<file path="src/rtl/key_press_conditioner_if.sv">
// ---------------------------------------------------------------------------
// key_press_conditioner_if
//
// Bundles the key-side signals of key_press_conditioner.
//
// Signals:
//   keySync  - synchronised key levels, 1 = pressed (driven by master)
//   keyPress - one-cycle pulse per accepted press (driven by slave)
//   keyCode  - one-hot code of the last accepted key, held (driven by slave)
//   keyHeld  - level, an accepted key is still down (driven by slave)
//   multiKey - one-cycle pulse when a chord is detected (driven by slave)
//
// Modports:
//   master - key source / event consumer side (drives keySync)
//   slave  - the conditioner itself (drives the event outputs)
// ---------------------------------------------------------------------------
interface key_press_conditioner_if #(
  parameter int WIDTH = 4
);
  logic [WIDTH-1:0] keySync;
  logic             keyPress;
  logic [WIDTH-1:0] keyCode;
  logic             keyHeld;
  logic             multiKey;

  modport master (
    output keySync,
    input  keyPress,
    input  keyCode,
    input  keyHeld,
    input  multiKey
  );

  modport slave (
    input  keySync,
    output keyPress,
    output keyCode,
    output keyHeld,
    output multiKey
  );
endinterface

</file>
<file path="src/rtl/key_press_conditioner.sv">
// ---------------------------------------------------------------------------
// key_press_conditioner
//
// Debounces each bit of the synchronised key bus independently and turns
// clean key activity into single-cycle, one-hot press events for the lock
// FSM. Multi-key chords are rejected with a multiKey pulse, and a new press
// is only accepted after every key has been released.
//
// Parameters:
//   WIDTH           - number of key inputs
//   DEBOUNCE_CYCLES - consecutive differing cycles before a debounced bit
//                     changes (minimum 2)
//   REPEAT_CYCLES   - auto-repeat period, only used with KEY_AUTOREPEAT_EN
//
// Optional feature (compile-time macro KEY_AUTOREPEAT_EN):
//   When defined, holding a single accepted key re-issues keyPress with the
//   same keyCode every REPEAT_CYCLES cycles. When undefined there is no
//   repeat logic and each hold produces exactly one keyPress.
//
// Ports:
//   clock - system clock, all state on the rising edge
//   reset - asynchronous, active-low reset
//   bus   - key_press_conditioner_if.slave
//             keySync  (in)  synchronised key levels
//             keyPress (out) one-cycle press pulse
//             keyCode  (out) one-hot code of last accepted key
//             keyHeld  (out) accepted key still down
//             multiKey (out) one-cycle chord pulse
// ---------------------------------------------------------------------------
module key_press_conditioner #(
  parameter int WIDTH           = 4,
  parameter int DEBOUNCE_CYCLES = 50000,
  parameter int REPEAT_CYCLES   = 25000000
) (
  input  logic                    clock,
  input  logic                    reset,
  key_press_conditioner_if.slave  bus
);

  localparam int             CNT_W    = $clog2(DEBOUNCE_CYCLES);
  localparam logic [CNT_W-1:0] CNT_LAST = CNT_W'(DEBOUNCE_CYCLES - 1);

  // A one-cycle debounce window or a zero-length repeat period would make
  // the counters degenerate, so refuse to elaborate such a configuration.
  if (DEBOUNCE_CYCLES < 2 || REPEAT_CYCLES < 2) begin : g_param_check
    $error("key_press_conditioner: DEBOUNCE_CYCLES and REPEAT_CYCLES must be >= 2");
  end

  typedef enum logic [1:0] {
    IDLE,
    PRESSED,
    RELEASE_WAIT
  } state_t;

  logic [CNT_W-1:0] cnt [WIDTH];
  logic [WIDTH-1:0] deb;

  state_t           state;
  state_t           state_next;

  logic             press_r;
  logic             press_next;
  logic             multi_r;
  logic             multi_next;
  logic             held_r;
  logic             held_next;
  logic [WIDTH-1:0] code_r;
  logic [WIDTH-1:0] code_next;

  logic             deb_any;
  logic             deb_onehot;

`ifdef KEY_AUTOREPEAT_EN
  localparam int             REP_W    = $clog2(REPEAT_CYCLES);
  localparam logic [REP_W-1:0] REP_LAST = REP_W'(REPEAT_CYCLES - 1);

  logic [REP_W-1:0] rep_cnt;
  logic             rep_due;
`endif

  // ---- Stage: per-bit debounce ------------------------------------------
  // A bit's counter only runs while the raw input disagrees with the
  // debounced value, so any glitch back to the debounced level restarts the
  // count and never disturbs deb.
  always_ff @(posedge clock or negedge reset) begin
    if (!reset) begin
      deb <= '0;
      for (int i = 0; i < WIDTH; i++) begin
        cnt[i] <= '0;
      end
    end else begin
      for (int i = 0; i < WIDTH; i++) begin
        if (bus.keySync[i] == deb[i]) begin
          cnt[i] <= '0;
        end else if (cnt[i] == CNT_LAST) begin
          deb[i] <= bus.keySync[i];
          cnt[i] <= '0;
        end else begin
          cnt[i] <= cnt[i] + 1'b1;
        end
      end
    end
  end

  assign deb_any    = (deb != '0);
  // Clearing the lowest set bit leaves zero only for a single-bit vector.
  assign deb_onehot = deb_any && ((deb & (deb - 1'b1)) == '0);

`ifdef KEY_AUTOREPEAT_EN
  // ---- Stage: auto-repeat timer -----------------------------------------
  // Runs only while the accepted key is the sole key down; any extra bit,
  // a release or leaving PRESSED restarts the period.
  assign rep_due = (state == PRESSED) && (deb == code_r) && (rep_cnt == REP_LAST);

  always_ff @(posedge clock or negedge reset) begin
    if (!reset) begin
      rep_cnt <= '0;
    end else if ((state != PRESSED) || (deb != code_r) || rep_due) begin
      rep_cnt <= '0;
    end else begin
      rep_cnt <= rep_cnt + 1'b1;
    end
  end
`endif

  // ---- Stage: event FSM --------------------------------------------------
  always_ff @(posedge clock or negedge reset) begin
    if (!reset) begin
      state <= IDLE;
    end else begin
      state <= state_next;
    end
  end

  always_comb begin
    state_next = state;
    press_next = 1'b0;
    multi_next = 1'b0;
    code_next  = code_r;

    case (state)
      IDLE: begin
        if (deb_onehot) begin
          press_next = 1'b1;
          code_next  = deb;
          state_next = PRESSED;
        end else if (deb_any) begin
          // Chord: report it, but keep the previous code for the lock FSM.
          multi_next = 1'b1;
          state_next = RELEASE_WAIT;
        end
      end

      PRESSED: begin
        // Extra keys joining an accepted press are ignored until every key
        // is up; this also swallows an A-release/B-press in the same cycle.
        if (!deb_any) begin
          state_next = IDLE;
        end
`ifdef KEY_AUTOREPEAT_EN
        else if (rep_due) begin
          press_next = 1'b1;
        end
`endif
      end

      RELEASE_WAIT: begin
        if (!deb_any) begin
          state_next = IDLE;
        end
      end

      default: begin
        state_next = IDLE;
      end
    endcase

    held_next = (state_next == PRESSED);
  end

  // ---- Stage: registered outputs ----------------------------------------
  always_ff @(posedge clock or negedge reset) begin
    if (!reset) begin
      press_r <= 1'b0;
      multi_r <= 1'b0;
      held_r  <= 1'b0;
      code_r  <= '0;
    end else begin
      press_r <= press_next;
      multi_r <= multi_next;
      held_r  <= held_next;
      code_r  <= code_next;
    end
  end

  assign bus.keyPress = press_r;
  assign bus.multiKey = multi_r;
  assign bus.keyHeld  = held_r;
  assign bus.keyCode  = code_r;

endmodule

</file>
<file path="src/flat_wrapper.sv">
// flat-port wrapper written by rule: the top's interface ports become plain ports
module key_press_conditioner_flat 
#(
  parameter int WIDTH           = 4,
  parameter int DEBOUNCE_CYCLES = 50000,
  parameter int REPEAT_CYCLES   = 25000000
)
  (clock, reset, bus_keySync, bus_keyPress, bus_keyCode, bus_keyHeld, bus_multiKey);
  key_press_conditioner_if #(.WIDTH(WIDTH)) bus_i ();
  input  logic clock;
  input  logic reset;
  input wire logic [$bits(bus_i.keySync)-1:0] bus_keySync;
  output wire logic [$bits(bus_i.keyPress)-1:0] bus_keyPress;
  output wire logic [$bits(bus_i.keyCode)-1:0] bus_keyCode;
  output wire logic [$bits(bus_i.keyHeld)-1:0] bus_keyHeld;
  output wire logic [$bits(bus_i.multiKey)-1:0] bus_multiKey;
  assign bus_i.keySync = bus_keySync;
  assign bus_keyPress = bus_i.keyPress;
  assign bus_keyCode = bus_i.keyCode;
  assign bus_keyHeld = bus_i.keyHeld;
  assign bus_multiKey = bus_i.multiKey;
  key_press_conditioner #(.WIDTH(WIDTH), .DEBOUNCE_CYCLES(DEBOUNCE_CYCLES), .REPEAT_CYCLES(REPEAT_CYCLES)) u_core (.clock(clock), .reset(reset), .bus(bus_i));
endmodule
</file>
<file path="config.mk">
export PLATFORM = sky130hd
export DESIGN_NAME = key_press_conditioner_flat
export DESIGN_NICKNAME = d
export VERILOG_FILES = /design/src/rtl/key_press_conditioner_if.sv /design/src/rtl/key_press_conditioner.sv /design/src/flat_wrapper.sv
export SDC_FILE = /design/constraint.sdc
export NUM_CORES = 1
export LEC_CHECK = 0
export ABC_AREA = 1
export BUFFER_PORTS_ARGS = -buffer_cell sky130_fd_sc_hd__buf_2
export CORE_MARGIN = 2
export CORE_UTILIZATION = 55
export DETAILED_ROUTE_END_ITERATION = 10
export GPL_ROUTABILITY_DRIVEN = 0
export GPL_TIMING_DRIVEN = 1
export HOLD_SLACK_MARGIN = 0.06
export PLACE_DENSITY = 0.72
export SYNTH_ARGS = -nofsm -noshare
export SYNTH_HDL_FRONTEND = slang
export SYNTH_SLANG_ARGS = --single-unit
</file>
<file path="constraint.sdc">
create_clock -name clock -period 1.7 [get_ports clock]
set_input_delay 0.34 -clock clock [delete_from_list [all_inputs] [get_ports clock]]
set_output_delay 0.34 -clock clock [all_outputs]
set_load 0.02 [all_outputs]
</file>
==> metrics.csv <==
stage;metric;value;unit
yosys;Synth Instances;576;
finish;post-route cell area;4607;um2
global_route;global-route wire length before repair;15.28;mm
worst_setup_path;Bufs and invs on worst path;1;
placed_design;detailed placer's ending HPWL;6.395;mm
status;status;completed;
floorplanning;total die area;8321;um2
power_and_ir_drop;Tot Pwr;3.422;mW
worst_setup_path;CP arrival;1.75;ns
placed_design;Post-DP Area;4398;um2
yosys;syn nets;588;
worst_setup_path;crit path capture type;flip-flop;
sta;RSZ-0062 raised after global routing;false;
sta;Slew Viols, Final;0;
flow_run;MaxCap Viol Count;0;
worst_setup_path;CP max-delay cell;dfrtp_1;
floorplanning;Core Rows;31;
cts;CTS tree;yes;
yosys;Synth Area in Compound Gates;0.06071;
power_and_ir_drop;Power Density;742.8;nW/um2
yosys;Synth Area in Adders;0.01794;
sta;Setup TNS;0;ns
yosys;synthesized area per cell;7.264;um2
worst_setup_path;crit path cell chain;ha_1, nand2_1, nor2_4, inv_1, nor2_1, nand2_1, nand2_1, nor3_1;
yosys;Seq/Total Area, Yosys;0.4605;
global_route;antenna violations before repair;0;
yosys;Simple-Gate Fraction of Synth Area;0.3651;
floorplanning;die extent in x;91.22;um
cts;CTS Sinks;77;
cts;CTS max path bufs;2;
finish;share of layout cells above drive strength 1;0.09076;
sta;Final Hold Viols;0;
floorplanning;Top Ports;13;
sta;skew final;0.01074;ns
sta;endpoints failing setup;0;
sta;final critical-path share of the clock period;0.8961;
routing;Final ANT Viol Nets;0;
routing;via/cell ratio;5.112;
yosys;Post-Synth XOR/XNOR Area;0.02303;
sta;Slew HR;0.7345;
global_route;grt total ovfl;0;
sta;Fmax;0.6564;GHz
sta;minimum clock period;1.523;ns
global_route;vias in the first global route;3565;
worst_setup_path;CP peak stage delay;0.38;ns
worst_hold_path;Worst Hold Class;in -> reg;
power_and_ir_drop;Static Leak;2.077;nW
routing;First DRT Iteration DRCs;216;
yosys;number of distinct library cells after synthesis;25;
placed_design;Port Buf Inserts;12;
routing;Initial DRT Pass Iterations;5;
cts;Root Driver;clkbuf_8;
power_and_ir_drop;Peak VDD IR;0.4074;mV
yosys;yosys warns;0;
yosys;synthesized flop and latch total;77;
global_route;largest net degree at the start of global routing;41;
worst_setup_path;CP Max Fanout;6;
global_route;Total GRT Usage;0.2257;
cts;Worst-path clk slew;0.08;ns
floorplanning;Die Y;91.22;um
worst_setup_path;Worst EP required;1.93;ns
sta;hold_ws;0.2468;ns
cts;number of H-tree levels;3;
routing;drt drc;0;
finish;# diodes;0;
sta;slew at the pin closest to its max-slew limit;0.3961;ns
finish;Area Overhead vs Synth;10.11;%
floorplanning;CORE AREA;7292;um2
worst_setup_path;most frequent CP cell;nand2_1;
finish;final net count;614;
routing;total routed wirelength;8.449;mm
cts;clk_lat worst skew;0.34;ns
yosys;mux contribution to synthesized area;0;
worst_setup_path;CP Launch Type;flip-flop;
routing;Wirelength per Cell;11.98;um
cts;TritonCTS buffer count;9;
floorplanning;Initial Util;0.5738;
yosys;largest family of logic cells by synthesized area;simple AND/OR/NAND/NOR gates;
cts;Post-CTS Resized;0;
worst_setup_path;Crit Path Category;reg -> reg;
yosys;Netlist Area Pre-Place;4184;um2
worst_setup_path;cell family with most CP delay;simple AND/OR/NAND/NOR gates;
routing;Via Count;3604;
## kinds of logic after synthesis
kind of cell	count (synthesis)
XOR/XNOR	11
flip-flops	77
AND/OR/NAND/NOR	355
adder cells (fa/ha/maj)	6
buffers and inverters	81
AO/OA/AOI/OAI	46
## per-stage QoR
stage | instances | setup WS (ns) | utilization
global route | 705 | 0.01996 | 0.6318
finish | 705 | 0.1766 | 0.6318
detailed placement | 689 | 0.2114 | 0.6031
CTS | 705 | 0.1863 | 0.6318
global placement | 689 | 0.2672 | 0.6031
floorplan | 576 | 0.3931 | -
## final cells by class
type                       instances  area, um2
fill                             676       2685
multi-input combinational        418       1953
sequential                        77       1927
inverter                          81      304.0
clock buffer                      11      151.4
tap                               99      123.9
timing repair buffer              15      100.1
clock inverter                     4      47.55
## Yosys cell counts, drive strengths merged
| cell | n | area share |
|---|---|---|
| xor2 | 10 | 0.021 |
| inv | 81 | 0.073 |
| ha | 6 | 0.018 |
| dfrtp | 77 | 0.46 |
| nand2 | 145 | 0.13 |
| xnor2 | 1 | 0.0021 |
| nor2 | 145 | 0.14 |
| o21ai | 21 | 0.027 |
| nor3b | 5 | 0.0090 |
| and2 | 1 | 0.0015 |
| nand4 | 12 | 0.018 |
| nor3 | 14 | 0.020 |
| nand3 | 33 | 0.041 |
| a21oi | 20 | 0.025 |
| o21bai | 5 | 0.0090 |
## state kept, by name, summed over array words and instances, names as in the netlist
register,flops
u_core.cnt,64
u_core.bus.keyCode,4
u_core.deb,4
u_core.state,2
u_core.bus.keyHeld,1
u_core.bus.keyPress,1
u_core.bus.multiKey,1
## report_power, final
group / total (mW) / internal (mW) / switching [mW] / leakage (nW)
clock network: 1.38 / 0.745 / 0.635 / 0.101
registers: 1.88 / 1.86 / 0.0227 / 1.04
logic: 0.159 / 0.0480 / 0.111 / 0.933
total: 3.42 / 2.65 / 0.769 / 2.08
## worst min-delay path: stages
cell	delay (ns)
buf_2	0.10
nand2_1	0.05
o21ai_0	0.06
## per-layer routing
metal | GRT usage | share of wire | vias up | routed length, um
li1 | - | - | 1848 | -
met1 | 0.2930 | 0.45 | 1643 | 3798
met2 | 0.3667 | 0.47 | 97 | 3974
met3 | 0.05394 | 0.061 | 16 | 517
met4 | 0.08712 | 0.019 | 0 | 157
met5 | 0 | 0 | - | 0
## layout by cell type (no fill, tap or decap), types with 2 or more instances in the layout
cell type  instances
clkinv_2           2
nand2_1          140
nor2_2            10
nand2_2            4
inv_1             80
buf_4              2
nor3_2             3
nand4_1           12
o21ai_0           17
nor2_1           132
o21ai_2            2
ha_1               6
nor3b_1            5
o21bai_1           5
clkbuf_8          11
nor3_1            11
nand3_1           32
dfrtp_1           77
xor2_1            10
a21oi_1           19
nor2_4             3
buf_2             11
o21ai_1            2
## worst paths after layout
path | startpoint | to | slack, ns | depth (start not counted)
min | bus_keySync[1] | u_core.deb[1]$_DFFE_PN0P_ | 0.25 | 3
max reg2reg | u_core.cnt[48]$_DFF_PN0_ | u_core.cnt[54]$_DFF_PN0_ | 0.18 | 8
min in group asynchronous | reset | u_core.cnt[54]$_DFF_PN0_ | 0.40 | 2
min reg2reg | u_core.cnt[32]$_DFF_PN0_ | u_core.cnt[32]$_DFF_PN0_ | 0.46 | 1
max | u_core.cnt[48]$_DFF_PN0_ | u_core.cnt[54]$_DFF_PN0_ | 0.18 | 8
max in group asynchronous | reset | u_core.cnt[56]$_DFF_PN0_ | 0.75 | 3
## timing repair
item                       in CTS  in global routing
hold endpoints to repair       17                  0
buffers inserted                0                  0
hold buffers                    1                  0
setup endpoints to repair       0                  0
Power figures use the tool's default switching activity.
